<file path="src/rtl/sdram_wide_bridge_pkg.sv">
// Shared constants, state encodings and beat helpers for the 128-bit to 16-bit SDRAM bridge.
// Latency: n/a (declarations only).
// Backpressure: n/a.
package sdram_bridge_pkg;

   localparam int BEATS  = 8;            // 16-bit beats per 128-bit word
   localparam int AW_UP  = 22;           // upstream 128-bit word address width
   localparam int AW_DN  = AW_UP + 3;    // downstream halfword address width
   localparam int LANE_W = 16;           // width of one beat / lane

   localparam logic [2:0] LAST_BEAT = 3'd7;
   localparam logic [3:0] NO_BEAT   = 4'd8;  // "no further beat" marker from next_beat()

   // FSM encodings
   localparam logic [2:0] ST_IDLE  = 3'd0;
   localparam logic [2:0] ST_WRITE = 3'd1;
   localparam logic [2:0] ST_READ  = 3'd2;
   localparam logic [2:0] ST_ACK   = 3'd3;
   localparam logic [2:0] ST_COOL  = 3'd4;

   // Lowest beat index >= start whose byte-enable pair is non-zero, or NO_BEAT.
   function automatic logic [3:0] next_beat(input logic [15:0] be, input logic [3:0] start);
      logic [3:0] res;
      res = NO_BEAT;
      for (int i = BEATS - 1; i >= 0; i--) begin
         if ((4'(i) >= start) && (be[2*i +: 2] != 2'b00)) begin
            res = 4'(i);
         end
      end
      return res;
   endfunction

endpackage

</file>
<file path="src/rtl/sdram_wide_bridge_if.sv">
// Bundle of the arbiter-side (ar_*) and SDRAM-controller-side (av_*) signals of the bridge.
// Latency: n/a (wiring only).
// Backpressure: ar side is level request / one-cycle ack; av side is Avalon-MM waitrequest.
interface sdram_wide_bridge_if;
   import sdram_bridge_pkg::*;

   // arbiter side
   logic [AW_UP-1:0]  ar_addr;
   logic [15:0]       ar_be;
   logic              ar_read;
   logic              ar_write;
   logic [127:0]      ar_wrdata;
   logic [127:0]      ar_rddata;
   logic              ar_ac;

   // SDRAM controller side
   logic [AW_DN-1:0]  av_address;
   logic [1:0]        av_byteenable;
   logic              av_read;
   logic              av_write;
   logic [LANE_W-1:0] av_writedata;
   logic [LANE_W-1:0] av_readdata;
   logic              av_readdatavalid;
   logic              av_waitrequest;

   // bridge view
   modport slave (
      input  ar_addr, ar_be, ar_read, ar_write, ar_wrdata,
      output ar_rddata, ar_ac,
      output av_address, av_byteenable, av_read, av_write, av_writedata,
      input  av_readdata, av_readdatavalid, av_waitrequest
   );

   // environment view (arbiter + controller)
   modport master (
      output ar_addr, ar_be, ar_read, ar_write, ar_wrdata,
      input  ar_rddata, ar_ac,
      input  av_address, av_byteenable, av_read, av_write, av_writedata,
      output av_readdata, av_readdatavalid, av_waitrequest
   );
endinterface

</file>
<file path="src/rtl/sdram_wide_bridge.sv">
// Splits 128-bit arbiter reads/writes into 8 x 16-bit Avalon-MM beats and reassembles read data.
// Latency: zero-stall full write acks 9 cycles after request; reads ack on the cycle after the 8th data beat.
// Backpressure: av_* held stable under av_waitrequest; arbiter request held until the one-cycle ar_ac.
module sdram_wide_bridge
   import sdram_bridge_pkg::*;
(
   input  logic clk,
   input  logic reset,
   sdram_wide_bridge_if.slave bus
);

   logic [2:0]        r_state;
   logic [AW_UP-1:0]  r_addr;
   logic [15:0]       r_be;
   logic [127:0]      r_wdat;
   logic [2:0]        r_icnt;
   logic [2:0]        r_rcnt;
   logic [127:0]      r_rbuf;
   logic [127:0]      r_rddata;
   logic              r_ac;
   logic [AW_DN-1:0]  r_av_address;
   logic [1:0]        r_av_byteenable;
   logic              r_av_read;
   logic              r_av_write;
   logic [LANE_W-1:0] r_av_writedata;

   logic [3:0]        w_first_beat;
   logic [2:0]        w_first_idx;
   logic [LANE_W-1:0] w_first_wdat;
   logic [1:0]        w_first_be;
   logic [3:0]        w_next_beat;
   logic [2:0]        w_next_idx;
   logic [LANE_W-1:0] w_next_wdat;
   logic [1:0]        w_next_be;
   logic              w_wr_accept;
   logic              w_rd_accept;
   logic [127:0]      w_rbuf_nxt;

   // First write beat comes straight from the request so beat 0 is on the bus the cycle after it is seen.
   assign w_first_beat = next_beat(bus.ar_be, 4'd0);
   assign w_first_idx  = w_first_beat[2:0];
   assign w_first_wdat = bus.ar_wrdata[{w_first_idx, 4'b0000} +: LANE_W];
   assign w_first_be   = bus.ar_be[{w_first_idx, 1'b0} +: 2];

   // Following write beats skip all-zero byte-enable pairs entirely.
   assign w_next_beat  = next_beat(r_be, {1'b0, r_icnt} + 4'd1);
   assign w_next_idx   = w_next_beat[2:0];
   assign w_next_wdat  = r_wdat[{w_next_idx, 4'b0000} +: LANE_W];
   assign w_next_be    = r_be[{w_next_idx, 1'b0} +: 2];

   assign w_wr_accept  = r_av_write & ~bus.av_waitrequest;
   assign w_rd_accept  = r_av_read  & ~bus.av_waitrequest;

   // Insert the incoming read beat into its lane of the assembly buffer.
   always_comb begin
      w_rbuf_nxt = r_rbuf;
      w_rbuf_nxt[{r_rcnt, 4'b0000} +: LANE_W] = bus.av_readdata;
   end

   // Request FSM, beat issue and read reassembly.
   always_ff @(posedge clk) begin
      if (!reset) begin
         r_state         <= ST_IDLE;
         r_addr          <= '0;
         r_be            <= '0;
         r_wdat          <= '0;
         r_icnt          <= '0;
         r_rcnt          <= '0;
         r_rbuf          <= '0;
         r_rddata        <= '0;
         r_ac            <= 1'b0;
         r_av_address    <= '0;
         r_av_byteenable <= '0;
         r_av_read       <= 1'b0;
         r_av_write      <= 1'b0;
         r_av_writedata  <= '0;
      end else begin
         case (r_state)
            ST_IDLE: begin
               if (bus.ar_read || bus.ar_write) begin
                  r_addr <= bus.ar_addr;
                  r_be   <= bus.ar_be;
                  r_wdat <= bus.ar_wrdata;
                  r_rcnt <= '0;
               end
               // read takes priority when both requests are raised together
               if (bus.ar_read) begin
                  r_state         <= ST_READ;
                  r_icnt          <= '0;
                  r_av_read       <= 1'b1;
                  r_av_address    <= {bus.ar_addr, 3'b000};
                  r_av_byteenable <= 2'b11;
               end else if (bus.ar_write) begin
                  r_state <= ST_WRITE;
                  r_icnt  <= '0;
                  if (w_first_beat != NO_BEAT) begin
                     r_icnt          <= w_first_idx;
                     r_av_write      <= 1'b1;
                     r_av_address    <= {bus.ar_addr, w_first_idx};
                     r_av_writedata  <= w_first_wdat;
                     r_av_byteenable <= w_first_be;
                  end
               end
            end

            ST_WRITE: begin
               if (!r_av_write) begin
                  // nothing enabled: single idle cycle, then acknowledge
                  r_state <= ST_ACK;
                  r_ac    <= 1'b1;
                  r_icnt  <= '0;
               end else if (w_wr_accept) begin
                  if (w_next_beat == NO_BEAT) begin
                     r_state    <= ST_ACK;
                     r_ac       <= 1'b1;
                     r_av_write <= 1'b0;
                     r_icnt     <= '0;
                  end else begin
                     r_icnt          <= w_next_idx;
                     r_av_address    <= {r_addr, w_next_idx};
                     r_av_writedata  <= w_next_wdat;
                     r_av_byteenable <= w_next_be;
                  end
               end
            end

            ST_READ: begin
               if (w_rd_accept) begin
                  if (r_icnt == LAST_BEAT) begin
                     r_av_read <= 1'b0;
                  end else begin
                     r_icnt       <= r_icnt + 3'd1;
                     r_av_address <= {r_addr, r_icnt + 3'd1};
                  end
               end
               // data beats may overlap issue; the 8th one completes the request
               if (bus.av_readdatavalid) begin
                  r_rbuf <= w_rbuf_nxt;
                  if (r_rcnt == LAST_BEAT) begin
                     r_rddata  <= w_rbuf_nxt;
                     r_ac      <= 1'b1;
                     r_state   <= ST_ACK;
                     r_rcnt    <= '0;
                     r_icnt    <= '0;
                     r_av_read <= 1'b0;
                  end else begin
                     r_rcnt <= r_rcnt + 3'd1;
                  end
               end
            end

            ST_ACK: begin
               r_ac    <= 1'b0;
               r_state <= ST_COOL;
            end

            // one dead cycle so a requester dropping one cycle after ar_ac is not re-served
            ST_COOL: begin
               r_state <= ST_IDLE;
            end

            default: begin
               r_state <= ST_IDLE;
            end
         endcase
      end
   end

   assign bus.ar_rddata     = r_rddata;
   assign bus.ar_ac         = r_ac;
   assign bus.av_address    = r_av_address;
   assign bus.av_byteenable = r_av_byteenable;
   assign bus.av_read       = r_av_read;
   assign bus.av_write      = r_av_write;
   assign bus.av_writedata  = r_av_writedata;

endmodule
</file>
<file path="src/flat_wrapper.sv">
// flat-port wrapper written by rule: the top's interface ports become plain ports
module sdram_wide_bridge_flat import sdram_bridge_pkg::*;
  (clk, reset, bus_ar_addr, bus_ar_be, bus_ar_read, bus_ar_write, bus_ar_wrdata, bus_ar_rddata, bus_ar_ac, bus_av_address, bus_av_byteenable, bus_av_read, bus_av_write, bus_av_writedata, bus_av_readdata, bus_av_readdatavalid, bus_av_waitrequest);
  sdram_wide_bridge_if bus_i ();
  input  logic clk;
  input  logic reset;
  input wire logic [$bits(bus_i.ar_addr)-1:0] bus_ar_addr;
  input wire logic [$bits(bus_i.ar_be)-1:0] bus_ar_be;
  input wire logic [$bits(bus_i.ar_read)-1:0] bus_ar_read;
  input wire logic [$bits(bus_i.ar_write)-1:0] bus_ar_write;
  input wire logic [$bits(bus_i.ar_wrdata)-1:0] bus_ar_wrdata;
  output wire logic [$bits(bus_i.ar_rddata)-1:0] bus_ar_rddata;
  output wire logic [$bits(bus_i.ar_ac)-1:0] bus_ar_ac;
  output wire logic [$bits(bus_i.av_address)-1:0] bus_av_address;
  output wire logic [$bits(bus_i.av_byteenable)-1:0] bus_av_byteenable;
  output wire logic [$bits(bus_i.av_read)-1:0] bus_av_read;
  output wire logic [$bits(bus_i.av_write)-1:0] bus_av_write;
  output wire logic [$bits(bus_i.av_writedata)-1:0] bus_av_writedata;
  input wire logic [$bits(bus_i.av_readdata)-1:0] bus_av_readdata;
  input wire logic [$bits(bus_i.av_readdatavalid)-1:0] bus_av_readdatavalid;
  input wire logic [$bits(bus_i.av_waitrequest)-1:0] bus_av_waitrequest;
  assign bus_i.ar_addr = bus_ar_addr;
  assign bus_i.ar_be = bus_ar_be;
  assign bus_i.ar_read = bus_ar_read;
  assign bus_i.ar_write = bus_ar_write;
  assign bus_i.ar_wrdata = bus_ar_wrdata;
  assign bus_ar_rddata = bus_i.ar_rddata;
  assign bus_ar_ac = bus_i.ar_ac;
  assign bus_av_address = bus_i.av_address;
  assign bus_av_byteenable = bus_i.av_byteenable;
  assign bus_av_read = bus_i.av_read;
  assign bus_av_write = bus_i.av_write;
  assign bus_av_writedata = bus_i.av_writedata;
  assign bus_i.av_readdata = bus_av_readdata;
  assign bus_i.av_readdatavalid = bus_av_readdatavalid;
  assign bus_i.av_waitrequest = bus_av_waitrequest;
  sdram_wide_bridge u_core (.clk(clk), .reset(reset), .bus(bus_i));
endmodule
</file>
<file path="config.mk">
export PLATFORM = sky130hd
export DESIGN_NAME = sdram_wide_bridge_flat
export DESIGN_NICKNAME = d
export VERILOG_FILES = /design/src/rtl/sdram_wide_bridge_pkg.sv /design/src/rtl/sdram_wide_bridge_if.sv /design/src/rtl/sdram_wide_bridge.sv /design/src/flat_wrapper.sv
export SDC_FILE = /design/constraint.sdc
export NUM_CORES = 1
export LEC_CHECK = 0
export ABC_AREA = 1
export CORE_MARGIN = 2
export CORE_UTILIZATION = 55
export DETAILED_ROUTE_END_ITERATION = 10
export HOLD_SLACK_MARGIN = 0.12
export PLACE_DENSITY = 0.82
export SYNTH_ARGS = -nofsm -noshare
export SYNTH_HDL_FRONTEND = slang
export SYNTH_SLANG_ARGS = --single-unit
</file>
<file path="constraint.sdc">
create_clock -name clk -period 4.04 [get_ports clk]
set_input_delay 0.404 -clock clk [delete_from_list [all_inputs] [get_ports clk]]
set_output_delay 0.404 -clock clk [all_outputs]
set_load 0.01 [all_outputs]
</file>
Word-level counts from Yosys, hierarchy flattened
Cells that the tools add are included.
- register bits: 477
- output and inout port bits: 174
- add/subtract/negate cells: 4
- order comparisons: 8
- equality and inequality tests: 23
- shift-type cells: 6
- muxes and demuxes: 82
- bitwise gates (word level): 3
- reduce and logical (&&, ||, !) cells: 42
- operators by type and width (cell ; count):
    128-bit by 8-bit variable part select with 16-bit output ; 2
    25-bit 2-to-1 mux ; 8
    128-bit bitwise mux ; 1
    16-bit by 9-bit variable shift with 128-bit output, first input constant ; 1
    16-bit by 9-bit variable part select with 128-bit output ; 1
    16-bit 2-to-1 mux ; 6
    25-bit case mux with 3 select lines ; 1
    4-bit 2-to-1 mux ; 16
    3-bit 2-to-1 mux ; 20
    2-bit nonzero test ; 18
    16-bit case mux with 2 select lines ; 1
    16-bit by 5-bit variable part select with 2-bit output ; 2
    3-bit by 4-bit >= comparator with 1-bit output, first input constant ; 4
    1-bit 2-to-1 mux ; 16
    2-bit 2-to-1 mux ; 6
    2-bit by 1-bit inequality test with 1-bit output, second input constant ; 6
    2-bit inequality test, second input constant ; 6
    3-bit case mux with 4 select lines ; 1
    5-bit AND reduction ; 2
    3-bit inequality test, second input constant ; 3
    7-bit negator with 9-bit output ; 1
    3-bit case mux with 3 select lines ; 1
    3-bit AND reduction ; 3
    1-bit by 4-bit >= comparator with 1-bit output, first input constant ; 2
    other kinds (24) ; 40

Logic depth before layout (Yosys ltp)
- depth after elaboration: 16
- depth in mapped cells: 21
- depth with buffers taken out: 20

Worst setup path after synthesis
Ideal clock, no wire load.
- path kind: reg2reg
- from: register u_core.r_rcnt[0]
- to: register u_core.r_rddata[68], in the netlist u_core.bus.ar_rddata[68]
- setup time: 116 ps
- arrival: 2287 ps
- slack: 1637 ps
- cell stages (with the launch flop): 14
- path buffers: 2
- clock period less this slack: 2403 ps
- path through: dfxtp_1 buf_2 inv_2 ha_1 ha_1 inv_2 or2_1 nor4_4 buf_2 nor2_1 a211oi_2 nand2_1 o211ai_1 inv_1
- word-level cells in the longest chain between the ends: 3
- elaborated cells between the ends (all ways): 6
- classes of those cells: add/sub: 1; eq/ne: 1; shift: 2; mux: 1; reduce/logical: 1
- ends and longest elaborated chain (item ; RTL line ; source):
    start: declaration ; sdram_wide_bridge.sv:17 ; logic [2:0] r_rcnt;
    start signal: assignment ; sdram_wide_bridge.sv:147 ; r_rcnt <= r_rcnt + 3'd1;
    7-bit negator with 9-bit output ; sdram_wide_bridge.sv:57 ; w_rbuf_nxt[{r_rcnt, 4'b0000} +: LANE_W] = bus.av_readdata;
    16-bit by 9-bit variable part select with 128-bit output or 16-bit by 9-bit variable shift with 128-bit output (tied branches) ; sdram_wide_bridge.sv:57 ;
    128-bit bitwise mux ; sdram_wide_bridge.sv:57 ;
    end signal: assignment ; sdram_wide_bridge.sv:140 ; r_rddata <= w_rbuf_nxt;
    end: declaration ; sdram_wide_bridge.sv:19 ; logic [127:0] r_rddata;
Several ways; a longest one is shown, not always the timed one.
A chain may end at the register's enable or synchronous reset.

Worst setup path after layout
- from: register u_core.r_icnt[1]
- to: register u_core.r_av_writedata[5], in the netlist u_core.bus.av_writedata[5]
- word-level cells in the longest chain between the ends: 16
- elaborated cells between the ends (all ways): 33
- classes of those cells: add/sub: 1; order compare: 8; eq/ne: 2; shift: 1; mux: 12; reduce/logical: 9
- ends and longest elaborated chain (item ; RTL line ; source):
    start: declaration ; sdram_wide_bridge.sv:16 ; logic [2:0] r_icnt;
    start signal: assignment ; sdram_wide_bridge.sv:97 ; r_icnt <= w_first_idx;
    start signal: assignment ; sdram_wide_bridge.sv:119 ; r_icnt <= w_next_idx;
    start signal: assignment ; sdram_wide_bridge.sv:132 ; r_icnt <= r_icnt + 3'd1;
    3-bit by 1-bit adder with 4-bit output * ; sdram_wide_bridge.sv:46 ; assign w_next_beat = next_beat(r_be, {1'b0, r_icnt} + 4'd1);
    3-bit by 4-bit >= comparator with 1-bit output ; sdram_wide_bridge_pkg.sv:26 ; if ((4'(i) >= start) && (be[2*i +: 2] != 2'b00)) begin
    1-bit logical AND ; sdram_wide_bridge_pkg.sv:26 ;
    4-bit 2-to-1 mux (7 in series) ; sdram_wide_bridge_pkg.sv:26 ;
    4-bit 2-to-1 mux * ; sdram_wide_bridge_pkg.sv:26 ;
    128-bit by 8-bit variable part select with 16-bit output ; sdram_wide_bridge.sv:48 ; assign w_next_wdat = r_wdat[{w_next_idx, 4'b0000} +: LANE_W];
    16-bit 2-to-1 mux ; sdram_wide_bridge.sv:113 ; if (w_next_beat == NO_BEAT) begin
    16-bit 2-to-1 mux ; sdram_wide_bridge.sv:112 ; end else if (w_wr_accept) begin
    16-bit 2-to-1 mux ; sdram_wide_bridge.sv:107 ; if (!r_av_write) begin
    16-bit case mux with 2 select lines ; sdram_wide_bridge.sv:78 ; case (r_state)
    end signal: assignment ; sdram_wide_bridge.sv:100 ; r_av_writedata <= w_first_wdat;
    end signal: assignment ; sdram_wide_bridge.sv:121 ; r_av_writedata <= w_next_wdat;
    end: declaration ; sdram_wide_bridge.sv:25 ; logic [LANE_W-1:0] r_av_writedata;
Mark *: on every way between the ends. The rest lies on a longest branch, timed or not. The select of a mux whose other input is x is not followed.

==> summary.txt <==
Detailed routing
  • DR vias: around 22000
  • DR iter-0 viols: 2318
  • WL/cell: between 15 and 20 µm
  • DRC Markers: 1
  • DRT Pass-1 Iters: 9
  • Vias per cell: 5.719
  • Total wire length: 73.37 mm
  • Number of routed nets with antenna violations: 0

Power and ir drop
  • Gate power share: 0.418
  • Int Pwr: between 10 and 15 mW
  • Maximum VDD drop: 0.9526 mV
  • Leak: ~12 nW
  • Net Sw Frac: 0.4111
  • Sw power: between 8 and 9 mW
  • Clock Power Share: 0.256
  • Sequential Power Share: 0.326
  • Power per cell area: roughly 710 mW/mm²

Critical path
  • R2R setup slack: a little under 1 ns
  • Worst Reg-to-Reg Cells: 17
  • Critical path's top delay family: buffers and inverters
  • R2R Path Start: u_core.r_icnt[1]
  • Critical R2R Capture: u_core.bus.av_writedata[5]
  • Kind of critical path: register to register
  • CP max FO: 24
  • WP data arrival: between 3 and 4 ns
  • Cell mode on critical path: nand2_1
  • CP Cell Sequence: ha_1 -> inv_1 -> ha_1 -> inv_1 -> nand2_1 -> a21oi_1 -> o21ai_1 -> nand2_2 -> a21oi_2 -> inv_2 -> buf_4 -> nand3_1 -> nand2_1 -> nand2_1 -> nand2_1 -> nor2_1 -> nor2_1
  • Worst EP required: around 4.6 ns
  • Worst setup EP type: register
  • Critical Path Max Stage Delay: around 0.47 ns
  • CP max stage cell: dfxtp_1
  • Worst Path Buf+Inv: 4
  • Critical Path Source Type: register

Clock network
  • Root buf cell: clkbuf_16
  • Hold_buf cts: 0
  • Clock sinks: ~480
  • CTS resizes: 0
  • Clock Path Buffers: 3
  • CTS buffer count: 50
  • CTS tree: built
  • Clock-pin slew on the worst setup and hold paths: around 0.06 ns
  • # Post-CTS Setup Buffers: 0
  • Skew-Pair Late Insertion Delay: 0.62 ns
  • H-tree levels: 2

Layout
  • P&R area growth vs syn: 24.85%
  • Commonest cells after routing, fill and taps aside: nand2_1, dfxtp_1, inv_1
  • Commonest non-fill, non-tap cell in the layout: nand2_1
  • FILL cells: about 3200
  • Fin nets: 3473
  • Layout cells sized above 1: 0.05944

Min path
  • Hold EP: u_core.r_addr[3]
  • Worst hold start: reset
  • Hold Path Class: input pin to register
  • Hold path depth: 3

GRT
  • First-pass GRT wire length: 114.0 mm
  • Initial antenna violation count: 4
  • Total track usage: 0.3437
  • Vias in the first global route: 20787
  • Pin count of the biggest net entering global routing: roughly 170
  • Global route overflow: 0

Floorplan
  • Std cell rows: between 70 and 80
  • Die Span Y: around 200 µm
  • # IOs: 362
  • Die W: 204.6 µm
  • Core ar.: approximately 0.04 mm²
  • Initial Utilization: 0.5570
  • Die ar.: around 0.042 mm²

Flow run
  • Max-cap violations: 0

STA
  • Fmax: between 300 and 400 MHz
  • TNS Setup: 0 ns
  • Fin. max-slew vios: 0
  • Final Skew: 0.03023 ns
  • Hold Vio Cnt, Final: 0
  • Hold Slack: ~0.34 ns
  • Relative slew slack: 0.2493
  • Tmin final: 3.056 ns
  • Setup violators final: 0
  • Worst slew pin tran: 1.126 ns
  • Final worst-path cycle share: 0.7564
  • RSZ-0062 raised after global routing: false

Synth
  • Most used DFF post-synth: dfxtp_1
  • Ys Warns: 0
  • Gate Count Post-Synth: approximately 3100
  • Synth Net Count: 3255
  • Mapped cell area: ~0.022 mm²
  • Yosys reg bits: 477
  • Ys async rst share: 0
  • Seq/Total Area, Yosys: 0.4315
  • Syn avg cell area: slightly above 7 µm²
  • Number of enable flip-flop cells after synthesis: 0
  • Distinct cells, synth: 46

Run status
  • Status: finished with violations
  • Violated checks: DRC

Place
  • # port buffers: about 360
  • HPWL Detailed: slightly below 50 mm
  • RD Place Congestion: approximately 0.94
sequential cells by signal, summed over array words and instances (netlist names), 2 cells and up:
register	cells
u_core.r_state	3
u_core.r_wdat	128
u_core.r_rcnt	3
u_core.r_addr	22
u_core.bus.av_byteenable	2
u_core.r_icnt	3
u_core.bus.av_writedata	16
u_core.bus.ar_rddata	128
u_core.bus.av_address	25
u_core.r_rbuf	128
u_core.r_be	16
worst register-to-register path, delay by kind of cell, from the launching register on:
kind                       cells  cell delay, ns
buffers and inverters          4            0.97
and+or+nand+nor                8            0.72
adders and majority gates      2            0.54
DFF                            1            0.47
AOI/OAI and AO/OA              3            0.29
synthesized netlist by cell type, types with 6 or more instances:
cell type,instances,share of area
clkbuf_1,141,0.024
buf_1,13,0.0022
inv_1,456,0.077
a31oi_2,10,0.0057
buf_6,7,0.0036
nand2_2,6,0.0017
o21ai_1,33,0.0075
a211oi_1,84,0.028
nand3_1,160,0.036
nor2_1,143,0.024
o211ai_1,126,0.043
inv_2,15,0.0025
buf_2,59,0.013
ha_1,11,0.0062
o21a_1,6,0.0020
nor2_2,6,0.0017
dfxtp_1,477,0.43
nand2_1,482,0.082
buf_4,12,0.0041
o21bai_1,10,0.0034
o21ai_0,355,0.080
a31oi_1,12,0.0034
mux2i_1,32,0.014
a211oi_2,14,0.0079
nand4_1,6,0.0017
a21oi_1,339,0.077
metrics by stage:
step           cell area [µm²]  std cells  total power [mW]  utilization  worst slack, ns
3_5_place_dp             25800       3747             14.43       0.6494           0.9468
5_1_grt                  27630       3841             20.78       0.6954           0.7137
6_report                 27630       3841             19.57       0.6954           0.9840
2_1_floorplan            22130       3056             12.07            -            1.637
4_1_cts                  27630       3839             19.46       0.6953            1.022
3_3_place_gp             25800       3747             14.20       0.6494            1.015
routing by layer:
| layer | GRT usage | vias to the layer above | part of all wire | wire length (µm) |
|---|---|---|---|---|
| met5 | 0 | - | 0 | 0 |
| met4 | 0.1698 | 0 | 0.048 | 3509 |
| met3 | 0.07461 | 188 | 0.10 | 7562 |
| met2 | 0.5170 | 1068 | 0.44 | 32000 |
| met1 | 0.4657 | 10198 | 0.41 | 30290 |
| li1 | - | 10511 | - | - |
cells by family (layout without fill, tap and decap cells):
| kind of cell | Yosys count | count (layout) | share of synthesized area |
|---|---|---|---|
| AOI/OAI and AO/OA | 1000 | 1000 | 0.2622 |
| xor gates and xnor gates | 1 | 1 | 0.0003958 |
| adders and majority gates | 11 | 11 | 0.006219 |
| buffers and inverters | 707 | 965 | 0.1277 |
| DFF | 477 | 477 | 0.4315 |
| muxes | 34 | 34 | 0.01549 |
| other | 0 | 2 | 0 |
| and+or+nand+nor | 826 | 826 | 0.1566 |
layout make-up:
class | count | area, µm² | area share
antenna | 2 | 5.005 | 0.0001811
clock buffer | 69 | 1463 | 0.05294
clock inverter | 23 | 361.6 | 0.01309
inverter | 475 | 1784 | 0.06457
multi-input combinational | 1872 | 9802 | 0.3548
sequential | 477 | 9549 | 0.3456
tap | 525 | 656.9 | 0.02377
timing repair buffer | 398 | 4009 | 0.1451
power groups by stage:
| stage | clock network, mW | logic (mW) | registers, mW |
|---|---|---|---|
| final | 5.01 | 8.19 | 6.38 |
| after CTS | 5.05 | 8.05 | 6.36 |
| after global routing | 5.25 | 9.07 | 6.47 |
| after global placement | 0 | 7.81 | 6.39 |
| after floorplan | 0 | 5.71 | 6.36 |
| after detailed placement | 0 | 7.99 | 6.44 |
worst max-delay path by stage:
stage / from / end / slack, ns / cells after the start
after CTS: u_core.r_icnt[1] / u_core.bus.av_writedata[5] / 1.02 / 17
after floorplan: u_core.r_rcnt[0] / u_core.bus.ar_rddata[68] / 1.64 / 13
after global routing: u_core.r_icnt[1] / u_core.bus.av_address[24] / 0.71 / 15
final: u_core.r_icnt[1] / u_core.bus.av_writedata[5] / 0.98 / 17
after global placement: bus_ar_be[8] / u_core.bus.av_writedata[10] / 1.01 / 15
after detailed placement: bus_ar_be[9] / u_core.bus.av_writedata[10] / 0.95 / 15
(Power assumes the default switching activity.)
